**config.mk**
```make
export PLATFORM = sky130hd
export DESIGN_NAME = mem_access_unit
export DESIGN_NICKNAME = d
export VERILOG_FILES = /design/src/rtl/mem_access_unit.sv
export SDC_FILE = /design/constraint.sdc
export NUM_CORES = 1
export LEC_CHECK = 0
export ABC_AREA = 1
export BUFFER_PORTS_ARGS = -buffer_cell sky130_fd_sc_hd__buf_2
export CAP_MARGIN = 20
export CORE_UTILIZATION = 50
export DETAILED_ROUTE_END_ITERATION = 7
export PLACE_DENSITY = 0.89
export SLEW_MARGIN = 0
export SYNTH_ARGS = -nofsm -noshare
export SYNTH_HDL_FRONTEND = slang
export SYNTH_SLANG_ARGS = --single-unit
```
**constraint.sdc**
```tcl
create_clock -name clk -period 1.8 [get_ports clk]
set_input_delay 0.54 -clock clk [delete_from_list [all_inputs] [get_ports clk]]
set_output_delay 0.54 -clock clk [all_outputs]
set_load 0.01 [all_outputs]
```
**src/rtl/mem_access_unit.sv**
```systemverilog
// mem_access_unit
// ---------------
// Data-side load/store unit. Takes one decoded memory command (one-hot size
// strobes for store/load plus sign-extension select), checks it for
// alignment, and runs it as a single word-aligned req/ack bus transfer.
// Load data is lane-extracted and extended on the ack. A bounded wait
// counter aborts a transfer that is never acknowledged.
//
// Ports
//   clk, rst_n                 clock, asynchronous active-low reset
//   start                      command valid (only looked at in IDLE)
//   write_mem_1B/2B/4B         store size strobes
//   read_mem_1B/2B/4B          load size strobes
//   extension_mem              1 = sign-extend loads, 0 = zero-extend
//   addr, wdata                byte address, store data
//   busy, done                 in-flight flag, one-cycle completion pulse
//   rdata                      load result, held until the next load completes
//   misaligned, bus_err        fault flags, valid together with done
//   mem_req, mem_we, mem_addr,
//   mem_wstrb, mem_wdata       bus request side (all registered)
//   mem_ack, mem_rdata         bus response side
module mem_access_unit #(
    parameter int unsigned TIMEOUT = 16
) (
    input  logic        clk,
    input  logic        rst_n,
    input  logic        start,
    input  logic        write_mem_1B,
    input  logic        write_mem_2B,
    input  logic        write_mem_4B,
    input  logic        read_mem_1B,
    input  logic        read_mem_2B,
    input  logic        read_mem_4B,
    input  logic        extension_mem,
    input  logic [31:0] addr,
    input  logic [31:0] wdata,
    output logic        busy,
    output logic        done,
    output logic [31:0] rdata,
    output logic        misaligned,
    output logic        bus_err,
    output logic        mem_req,
    output logic        mem_we,
    output logic [31:0] mem_addr,
    output logic [3:0]  mem_wstrb,
    output logic [31:0] mem_wdata,
    input  logic        mem_ack,
    input  logic [31:0] mem_rdata
);

    localparam logic [7:0] TIMEOUT_C = 8'(TIMEOUT);

    typedef enum logic [1:0] {
        ST_IDLE = 2'b00,
        ST_REQ  = 2'b01,
        ST_DONE = 2'b10
    } state_t;

    // access size encoding kept with the latched command
    localparam logic [1:0] SZ_B = 2'd0;
    localparam logic [1:0] SZ_H = 2'd1;
    localparam logic [1:0] SZ_W = 2'd2;

    // number of size strobes raised; more than one is a decoder fault
    function automatic logic [2:0] count_strobes(input logic [5:0] s);
        logic [2:0] n;
        n = 3'd0;
        for (int i = 0; i < 6; i++) begin
            n = n + {2'b00, s[i]};
        end
        return n;
    endfunction

    // byte-lane enables for a store of the given size at the given offset
    function automatic logic [3:0] lane_strobe(input logic [1:0] size, input logic [1:0] off);
        logic [3:0] m;
        case (size)
            SZ_B:    m = 4'b0001 << off;
            SZ_H:    m = off[1] ? 4'b1100 : 4'b0011;
            SZ_W:    m = 4'b1111;
            default: m = 4'b0000;
        endcase
        return m;
    endfunction

    // store data replicated across every lane it could land in
    function automatic logic [31:0] replicate(input logic [1:0] size, input logic [31:0] d);
        logic [31:0] r;
        case (size)
            SZ_B:    r = {4{d[7:0]}};
            SZ_H:    r = {2{d[15:0]}};
            SZ_W:    r = d;
            default: r = 32'd0;
        endcase
        return r;
    endfunction

    // pick the addressed byte/half out of the bus word and extend it
    function automatic logic [31:0] extract_load(input logic [1:0] size, input logic ext,
                                                 input logic [1:0] off, input logic [31:0] word);
        logic [31:0] sh;
        logic [7:0]  b;
        logic [15:0] h;
        logic [31:0] r;
        sh = word >> {off, 3'b000};
        b  = sh[7:0];
        h  = off[1] ? word[31:16] : word[15:0];
        case (size)
            SZ_B:    r = {{24{ext & b[7]}}, b};
            SZ_H:    r = {{16{ext & h[15]}}, h};
            SZ_W:    r = word;
            default: r = word;
        endcase
        return r;
    endfunction

    state_t      state_q, state_d;
    logic [7:0]  cnt_q, cnt_d;
    logic [1:0]  size_q, size_d;
    logic [1:0]  off_q, off_d;
    logic        ext_q, ext_d;
    logic        busy_q, busy_d;
    logic        done_q, done_d;
    logic        mis_q, mis_d;
    logic        berr_q, berr_d;
    logic        req_q, req_d;
    logic        we_q, we_d;
    logic [31:0] maddr_q, maddr_d;
    logic [3:0]  wstrb_q, wstrb_d;
    logic [31:0] mwdata_q, mwdata_d;
    logic [31:0] rdata_q, rdata_d;

    logic [5:0]  strb_s;
    logic [2:0]  n_strb_s;
    logic        cmd_we_s;
    logic [1:0]  cmd_size_s;
    logic        cmd_fault_s;

    // classify the incoming command: size, direction and alignment fault
    always_comb begin
        strb_s     = {read_mem_4B, read_mem_2B, read_mem_1B,
                      write_mem_4B, write_mem_2B, write_mem_1B};
        n_strb_s   = count_strobes(strb_s);
        cmd_we_s   = write_mem_1B | write_mem_2B | write_mem_4B;
        if (write_mem_1B | read_mem_1B) begin
            cmd_size_s = SZ_B;
        end else if (write_mem_2B | read_mem_2B) begin
            cmd_size_s = SZ_H;
        end else begin
            cmd_size_s = SZ_W;
        end
        cmd_fault_s = (n_strb_s > 3'd1)
                    | ((write_mem_2B | read_mem_2B) & addr[0])
                    | ((write_mem_4B | read_mem_4B) & (addr[1:0] != 2'b00));
    end

    // next-state and next-output logic for the IDLE/REQ/DONE sequencer
    always_comb begin
        state_d  = state_q;
        cnt_d    = cnt_q;
        size_d   = size_q;
        off_d    = off_q;
        ext_d    = ext_q;
        mis_d    = mis_q;
        berr_d   = berr_q;
        req_d    = req_q;
        we_d     = we_q;
        maddr_d  = maddr_q;
        wstrb_d  = wstrb_q;
        mwdata_d = mwdata_q;
        rdata_d  = rdata_q;
        case (state_q)
            ST_IDLE: begin
                if (start) begin
                    if (cmd_fault_s) begin
                        state_d = ST_DONE;
                        mis_d   = 1'b1;
                        berr_d  = 1'b0;
                    end else if (n_strb_s == 3'd0) begin
                        // empty command: complete without touching the bus
                        state_d = ST_DONE;
                        mis_d   = 1'b0;
                        berr_d  = 1'b0;
                    end else begin
                        state_d  = ST_REQ;
                        req_d    = 1'b1;
                        cnt_d    = 8'd0;
                        mis_d    = 1'b0;
                        berr_d   = 1'b0;
                        size_d   = cmd_size_s;
                        off_d    = addr[1:0];
                        ext_d    = extension_mem;
                        we_d     = cmd_we_s;
                        maddr_d  = {addr[31:2], 2'b00};
                        wstrb_d  = cmd_we_s ? lane_strobe(cmd_size_s, addr[1:0]) : 4'b0000;
                        mwdata_d = cmd_we_s ? replicate(cmd_size_s, wdata) : 32'd0;
                    end
                end else begin
                    state_d = ST_IDLE;
                end
            end
            ST_REQ: begin
                // ack is checked first so an ack on the last allowed cycle wins
                if (mem_ack) begin
                    state_d = ST_DONE;
                    req_d   = 1'b0;
                    berr_d  = 1'b0;
                    if (!we_q) begin
                        rdata_d = extract_load(size_q, ext_q, off_q, mem_rdata);
                    end else begin
                        rdata_d = rdata_q;
                    end
                end else if ((cnt_q + 8'd1) == TIMEOUT_C) begin
                    state_d = ST_DONE;
                    req_d   = 1'b0;
                    berr_d  = 1'b1;
                end else begin
                    cnt_d = cnt_q + 8'd1;
                end
            end
            ST_DONE: begin
                state_d = ST_IDLE;
                mis_d   = 1'b0;
                berr_d  = 1'b0;
                cnt_d   = 8'd0;
            end
            default: begin
                state_d = ST_IDLE;
                req_d   = 1'b0;
                mis_d   = 1'b0;
                berr_d  = 1'b0;
                cnt_d   = 8'd0;
            end
        endcase
        busy_d = (state_d != ST_IDLE);
        done_d = (state_d == ST_DONE);
    end

    // state and output registers
    always_ff @(posedge clk or negedge rst_n) begin
        if (!rst_n) begin
            state_q  <= ST_IDLE;
            cnt_q    <= 8'd0;
            size_q   <= SZ_B;
            off_q    <= 2'b00;
            ext_q    <= 1'b0;
            busy_q   <= 1'b0;
            done_q   <= 1'b0;
            mis_q    <= 1'b0;
            berr_q   <= 1'b0;
            req_q    <= 1'b0;
            we_q     <= 1'b0;
            maddr_q  <= 32'd0;
            wstrb_q  <= 4'b0000;
            mwdata_q <= 32'd0;
            rdata_q  <= 32'd0;
        end else begin
            state_q  <= state_d;
            cnt_q    <= cnt_d;
            size_q   <= size_d;
            off_q    <= off_d;
            ext_q    <= ext_d;
            busy_q   <= busy_d;
            done_q   <= done_d;
            mis_q    <= mis_d;
            berr_q   <= berr_d;
            req_q    <= req_d;
            we_q     <= we_d;
            maddr_q  <= maddr_d;
            wstrb_q  <= wstrb_d;
            mwdata_q <= mwdata_d;
            rdata_q  <= rdata_d;
        end
    end

    assign busy       = busy_q;
    assign done       = done_q;
    assign rdata      = rdata_q;
    assign misaligned = mis_q;
    assign bus_err    = berr_q;
    assign mem_req    = req_q;
    assign mem_we     = we_q;
    assign mem_addr   = maddr_q;
    assign mem_wstrb  = wstrb_q;
    assign mem_wdata  = mwdata_q;

endmodule
```
# --- Yosys cells after proc, flatten, opt, wreduce, memory -nomap -nowiden ---
# Index checks and enable logic that the tools add are counted.
op_classes:
  n_addsub: 6
  n_lt_le_gt_ge: 1
  n_eq_ne: 13
  n_shift: 2
  muxes: 34
  n_bitwise: 16
  reduce_logical: 12
ops:
  columns: ["operator", "count"]
  rows:
  - ["32-bit case mux with 3 select lines", 1]
  - ["32-bit case mux with 2 select lines", 1]
  - ["8-bit 2-to-1 mux", 5]
  - ["32-bit 2-to-1 mux", 1]
  - ["32-bit by 5-bit >> shifter with 8-bit output", 1]
  - ["16-bit 2-to-1 mux", 1]
  - ["8-bit case mux with 2 select lines", 1]
  - ["2-bit 2-to-1 mux", 7]
  - ["4-bit case mux with 3 select lines", 1]
  - ["1-bit 2-to-1 mux", 10]
  - ["2-bit inequality test (second input constant)", 5]
  - ["5-bit AND reduction", 2]
  - ["3-bit by 1-bit adder with 3-bit output", 3]
  - ["8-bit by 1-bit adder with 8-bit output (second input constant)", 1]
  - ["8-bit by 5-bit == test with 1-bit output (second input constant)", 1]
  - ["4-bit 2-to-1 mux", 2]
  - ["1-bit OR", 7]
  - ["2-bit by 1-bit == test with 1-bit output (second input constant)", 3]
  - ["2-bit == test (second input constant)", 3]
  - ["2-bit logical NOT", 3]
  - ["1-bit inverter", 5]
  - ["1-bit AND", 4]
  - ["1-bit case mux with 2 select lines", 2]
  - ["2-bit case mux with 2 select lines", 1]
  - ["11 further kinds", 13]
totals:
  register_bits: 119

# --- Depth between registers and ports, before layout ---
depth:
  word_depth: 12
  depth_mapped: 15
  depth_no_buf: 14

# --- Worst setup path after synthesis ---
# Ideal clock, no wire load.
synth_path:
  path_type: "in2reg"
  startpoint: "in write_mem_1B"
  endpoint: "reg mwdata_q[23] (netlist: mem_wdata[23])"
  setup_ns: 0.074
  arrival_ns: 3.247
  t_required_ns: 1.726
  slack_ns: -1.521
  path_stages: 15
  path_buffers: 2
  cell_sequence: "inv_1 -> fa_1 -> fa_1 -> inv_1 -> ha_1 -> fa_1 -> nor2_1 -> nand3_4 -> nor2_4 -> nand2_4 -> nor2_8 -> inv_2 -> buf_6 -> buf_6 -> o21ai_2"
synth_via:
  elab_chain_cells: 10
  elab_cells_between_ends: 21
synth_rtl:
  columns: ["item", "line", "text"]
  rows:
  - ["start: declaration", "28", "input logic write_mem_1B,"]
  - ["1-bit by 1-bit adder with 2-bit output", "69", "n = n + {2'b00, s[i]};"]
  - ["2-bit by 1-bit adder with 3-bit output", "69", null]
  - ["3-bit by 1-bit adder with 3-bit output (3 in a row)", "69", null]
  - ["3-bit by 1-bit greater-than comparator with 1-bit output", "152", "cmd_fault_s = (n_strb_s > 3'd1)"]
  - ["1-bit OR", "153", "| ((write_mem_2B | read_mem_2B) & addr[0])"]
  - ["1-bit OR", "154", "| ((write_mem_4B | read_mem_4B) & (addr[1:0] != 2'b00));"]
  - ["1-bit inverter (no line)", null, null]
  - ["4-bit AND reduction (no line)", null, null]
  - ["end signal: assignment", "271", "mwdata_q <= mwdata_d;"]
  - ["end: declaration", "130", "logic [31:0] mwdata_q, mwdata_d;"]
# Parallel ways exist; a longest one is shown, timed or not.
# A chain may end at the register's enable or synchronous reset.

# --- Worst setup path in the final report ---
layout_path:
  startpoint: "in write_mem_1B"
  endpoint: "reg mwdata_q[4] (netlist: mem_wdata[4])"
# The elaborated chain is that of the path after synthesis.

==> metrics.log <==
INFO  metric synth.distinct_cells = 36
INFO  metric postSynth.asyncResetShare = 100.0%
INFO  metric placement.setup.worst_slack = -1.773 ns
INFO  metric internal-power = 0.007488 W
INFO  metric worst_pin_slew = 0.5693 ns
INFO  metric regToRegStartpoint = cnt_q[0]
INFO  metric via_count = 5878
INFO  metric worst_hold_path.endpoint = mem_addr[30]
INFO  metric postLayoutSetupSlackWorst = -1.205 ns
INFO  metric maxSlewHeadroom = 62.05%
INFO  metric combinational_power_share = 32.5%
INFO  metric maxSlewViolCount = 0
INFO  metric clock_transition_at_the_register_clock_pins_on_the_worst_setup_and_hold_paths_after_cts = 0.05 ns
INFO  metric cts_tree = done
INFO  metric synth_sequential_area_ratio = 51.60%
INFO  metric clkSinkCount = 119
INFO  metric drt_wl_total = 17240 um
INFO  metric top_post_synthesis_cells_by_area = dfrtp_1 52%, nand2_1 18%, a21oi_1 4.8%
INFO  metric mostFrequentLayoutCell = nand2_1
INFO  metric power_density = 1408 nW/um^2
INFO  metric dp_hpwl = 11480 um
INFO  metric initial_core_util = 52.31%
INFO  metric yosys-mux-area-fraction = 1.214%
INFO  metric pin_count_of_the_biggest_net_entering_global_routing = 71
INFO  metric max-clock-path-buffers = 2
INFO  metric critical_path.cell_chain = buf_8 > inv_8 > fa_1 > fa_1 > inv_1 > ha_2 > fa_1 > nor2_2 > nand3_4 > nor2_4 > nand2_8 > nor2_8 > buf_12 > inv_16 > o21ai_1
INFO  metric core_area = 11030 sq um
INFO  metric critPathArrivalTime = 3.32 ns
INFO  metric grt_first_pass_wirelength = 26960 um
INFO  metric synth_edf_count = 0
INFO  metric drc = 0
INFO  metric synth-compound-area-share = 14.01%
INFO  metric switching_pwr = 0.003911 W
INFO  metric final_antenna_net_count = 0
INFO  metric synth_adder_area_share = 1.691%
INFO  metric crit_path_leading_delay_family = adder cells
INFO  metric yosys_warnings = 0
INFO  metric synth_top_area_cell = dfrtp_1
INFO  metric peakVddDrop = 0.8584 mV
INFO  metric switching_share = 34.31%
INFO  metric clock-root-buffer = clkbuf_16
INFO  metric postSynthRegisterBits = 119
INFO  metric design.die.area = 11970 sq um
INFO  metric crit_buf_inv = 5
INFO  metric achievable-frequency = 332.8 MHz
INFO  metric cp-end-kind = flip-flop
INFO  metric timing.hold.worst.start = addr[30]
INFO  metric layout_utilization = 73.41%
INFO  metric antenna_cells_inserted = 0
INFO  metric drv.max_cap_violation_count = 0
INFO  metric layout_worst_path_cycle_share = 166.9%
INFO  metric total_leakage_power = 4.621 nW
INFO  metric critical-path-top-cell-by-count = fa_1
INFO  metric synth-main-ff-cell = dfrtp_1
INFO  metric timing.critical_path.slowest_stage_cell = fa_1
INFO  metric place.detailed.instances = 1073
INFO  metric tritoncts.num_buffers = 17
INFO  metric floorplan.die.width = 109.4 um
INFO  metric routed_via_count_divided_by_cell_count = 5.281
INFO  metric finalNonFillerCells = 1113
INFO  metric floorplan.die.height = 109.4 um
INFO  metric synth.top_cell.area_share = 51.60%
INFO  metric floorplan.io_pins = 213
INFO  metric worstPathMaxFanout = 15
INFO  metric syn_avg_cell_area = 8.026 sq um
INFO  metric period_minus_slack = 3.005 ns
INFO  metric synth_top_family_by_area = simple AND/OR/NAND/NOR gates
INFO  metric clock_latency = 0.40 ns
INFO  metric cts_max_level = 4
INFO  metric synth_xor_xnor_area_share = 0.1518%
INFO  metric worst_setup_path_start_kind = primary input
INFO  metric finalWeightedCongestion = 0.8601
INFO  metric io_buffer_count = 210
INFO  metric grt_setup_unrepaired = true
INFO  metric routed_wire_length_per_instance = 15.49 um
INFO  metric layout-area-overhead-vs-synth = 40.33%
INFO  metric globalRouteOverflowTotal = 0
INFO  metric final_cell_mix = 267 x nand2_1, 207 x buf_2, 118 x dfrtp_1
INFO  metric status = finished with violations
INFO  metric share_of_post_route_cells_with_drive_strength_above_1 = 35.77%
INFO  metric timing_hold_violations_final = 0
INFO  metric class_of_the_most_critical_hold_timing_path = in2reg
INFO  metric synth_cells = 719
INFO  metric setup_skew_after_layout = 0.01693 ns
INFO  metric violations = setup timing
INFO  metric critPathKind = in2reg
INFO  metric number_of_antenna_violations_at_the_first_check_in_global_routing = 0
INFO  metric drt-pass1-iter-count = 6
INFO  metric initialDrtViolationCount = 514
INFO  metric setup-tns-final = -97.54 ns
INFO  metric timing.reg2reg.worst_path_depth = 11
INFO  metric total_power = 0.01140 W
INFO  metric fraction_of_the_mapped_netlist_area_in_simple_logic_gates = 24.70%
INFO  metric finalNetCount = 1075
INFO  metric setup_viol = 86
INFO  metric r2r_setup_slack = -0.15 ns
INFO  metric netlist_area = 5771 sq um
INFO  metric worstReg2RegEnd = cnt_q[3]
INFO  metric slowest_delay = 0.49 ns
INFO  metric timing.hold.worst_path_depth = 3
INFO  metric pwr-share-clk = 30.9%
INFO  metric global_routing_usage_summed_across_all_routing_layers = 29.59%
INFO  metric seqPwrFrac = 36.6%
INFO  metric cp.required = 2.12 ns
INFO  metric first_global_vias = 5635
INFO  metric fp-row-count = 38
-- Yosys cell counts, drive strengths merged, types with 2 or more instances --
cell type,n
a21oi,55
a221oi,2
buf,15
clkbuf,18
dfrtp,119
fa,3
ha,3
inv,56
mux2i,7
nand2,281
nand3,16
nand4,7
nor2,45
o211ai,7
o21a,6
o21ai,68
o22ai,5
-- area by class of cell --
class / instances / area, sq um
Fill cell: 803 / 2933
Clock inverter: 10 / 152.6
Multi-Input combinational cell: 511 / 2560
Clock buffer: 20 / 456.7
Timing Repair inverter: 1 / 16.27
Timing Repair Buffer: 255 / 1520
Sequential cell: 119 / 2979
Inverter: 57 / 237.7
Tap cell: 140 / 175.2
-- registers in the layout (all words and copies together) (netlist names), 2 cells and up --
name / count
rdata: 32
off_q: 2
state_q: 2
mem_wstrb: 4
cnt_q: 8
mem_wdata: 32
size_q: 2
mem_addr: 30
-- tightest hold or removal path, cell delays in order --
cell     delay [ns]
buf_2          0.07
nand2_1        0.04
nand2_1        0.04
-- worst max path at each step --
stage | startpoint | to | slack (ns) | cells after the start
6_report | write_mem_1B | mem_wdata[4] | -1.20 | 15
5_1_grt | write_mem_1B | mem_wstrb[2] | -1.29 | 15
4_1_cts | write_mem_1B | mem_wdata[20] | -1.17 | 14
3_5_place_dp | write_mem_1B | mem_wdata[6] | -1.77 | 14
3_3_place_gp | write_mem_1B | mem_wdata[1] | -1.61 | 14
2_1_floorplan | write_mem_1B | mem_wdata[23] | -1.41 | 15
-- power groups by stage --
| stage | clock, W | sequential (W) | combinational, W |
|---|---|---|---|
| 4_1_cts | 0.00356 | 0.00416 | 0.00368 |
| 6_report | 0.00352 | 0.00417 | 0.00370 |
| 3_3_place_gp | 0 | 0.00417 | 0.00341 |
| 2_1_floorplan | 0 | 0.00451 | 0.00154 |
| 3_5_place_dp | 0 | 0.00416 | 0.00355 |
| 5_1_grt | 0.00370 | 0.00427 | 0.00411 |
-- layer usage --
metal  global-route usage [%]  routed length (um)  part of all wire (%)  vias to the layer above
li1                         -                   -                     -                     2784
met1                    36.30                6802                    39                     2731
met2                    49.06                8471                    49                      320
met3                    7.410                1473                   8.5                       43
met4                    13.90                 488                   2.8                        0
met5                        0                   0                     0                        -
-- kinds of logic after synthesis --
family | after synthesis
simple gates | 351
fa+ha+maj | 6
compound gates | 144
xor+xnor | 1
mux | 7
flops | 119
other cells | 1
buf+inv | 90
-- metrics by stage --
step | hold WS [ns] | instance area (sq um)
2_1_floorplan | 0.2444 | 5812
3_3_place_gp | 0.3430 | 7184
3_5_place_dp | 0.3446 | 7184
4_1_cts | 0.3232 | 7993
5_1_grt | 0.3294 | 8098
6_report | 0.3327 | 8098
-- timing repair --
item                                    4_1_cts  5_1_grt
resized for setup                            49       23
cloned                                        2        1
hold buffers                                  1        0
buffers inserted                              2        4
endpoints found under the hold margin         2        0
pin swaps                                     2        4
endpoints found under the setup margin       86       87
Note: power is estimated with default switching activity, not from simulation.
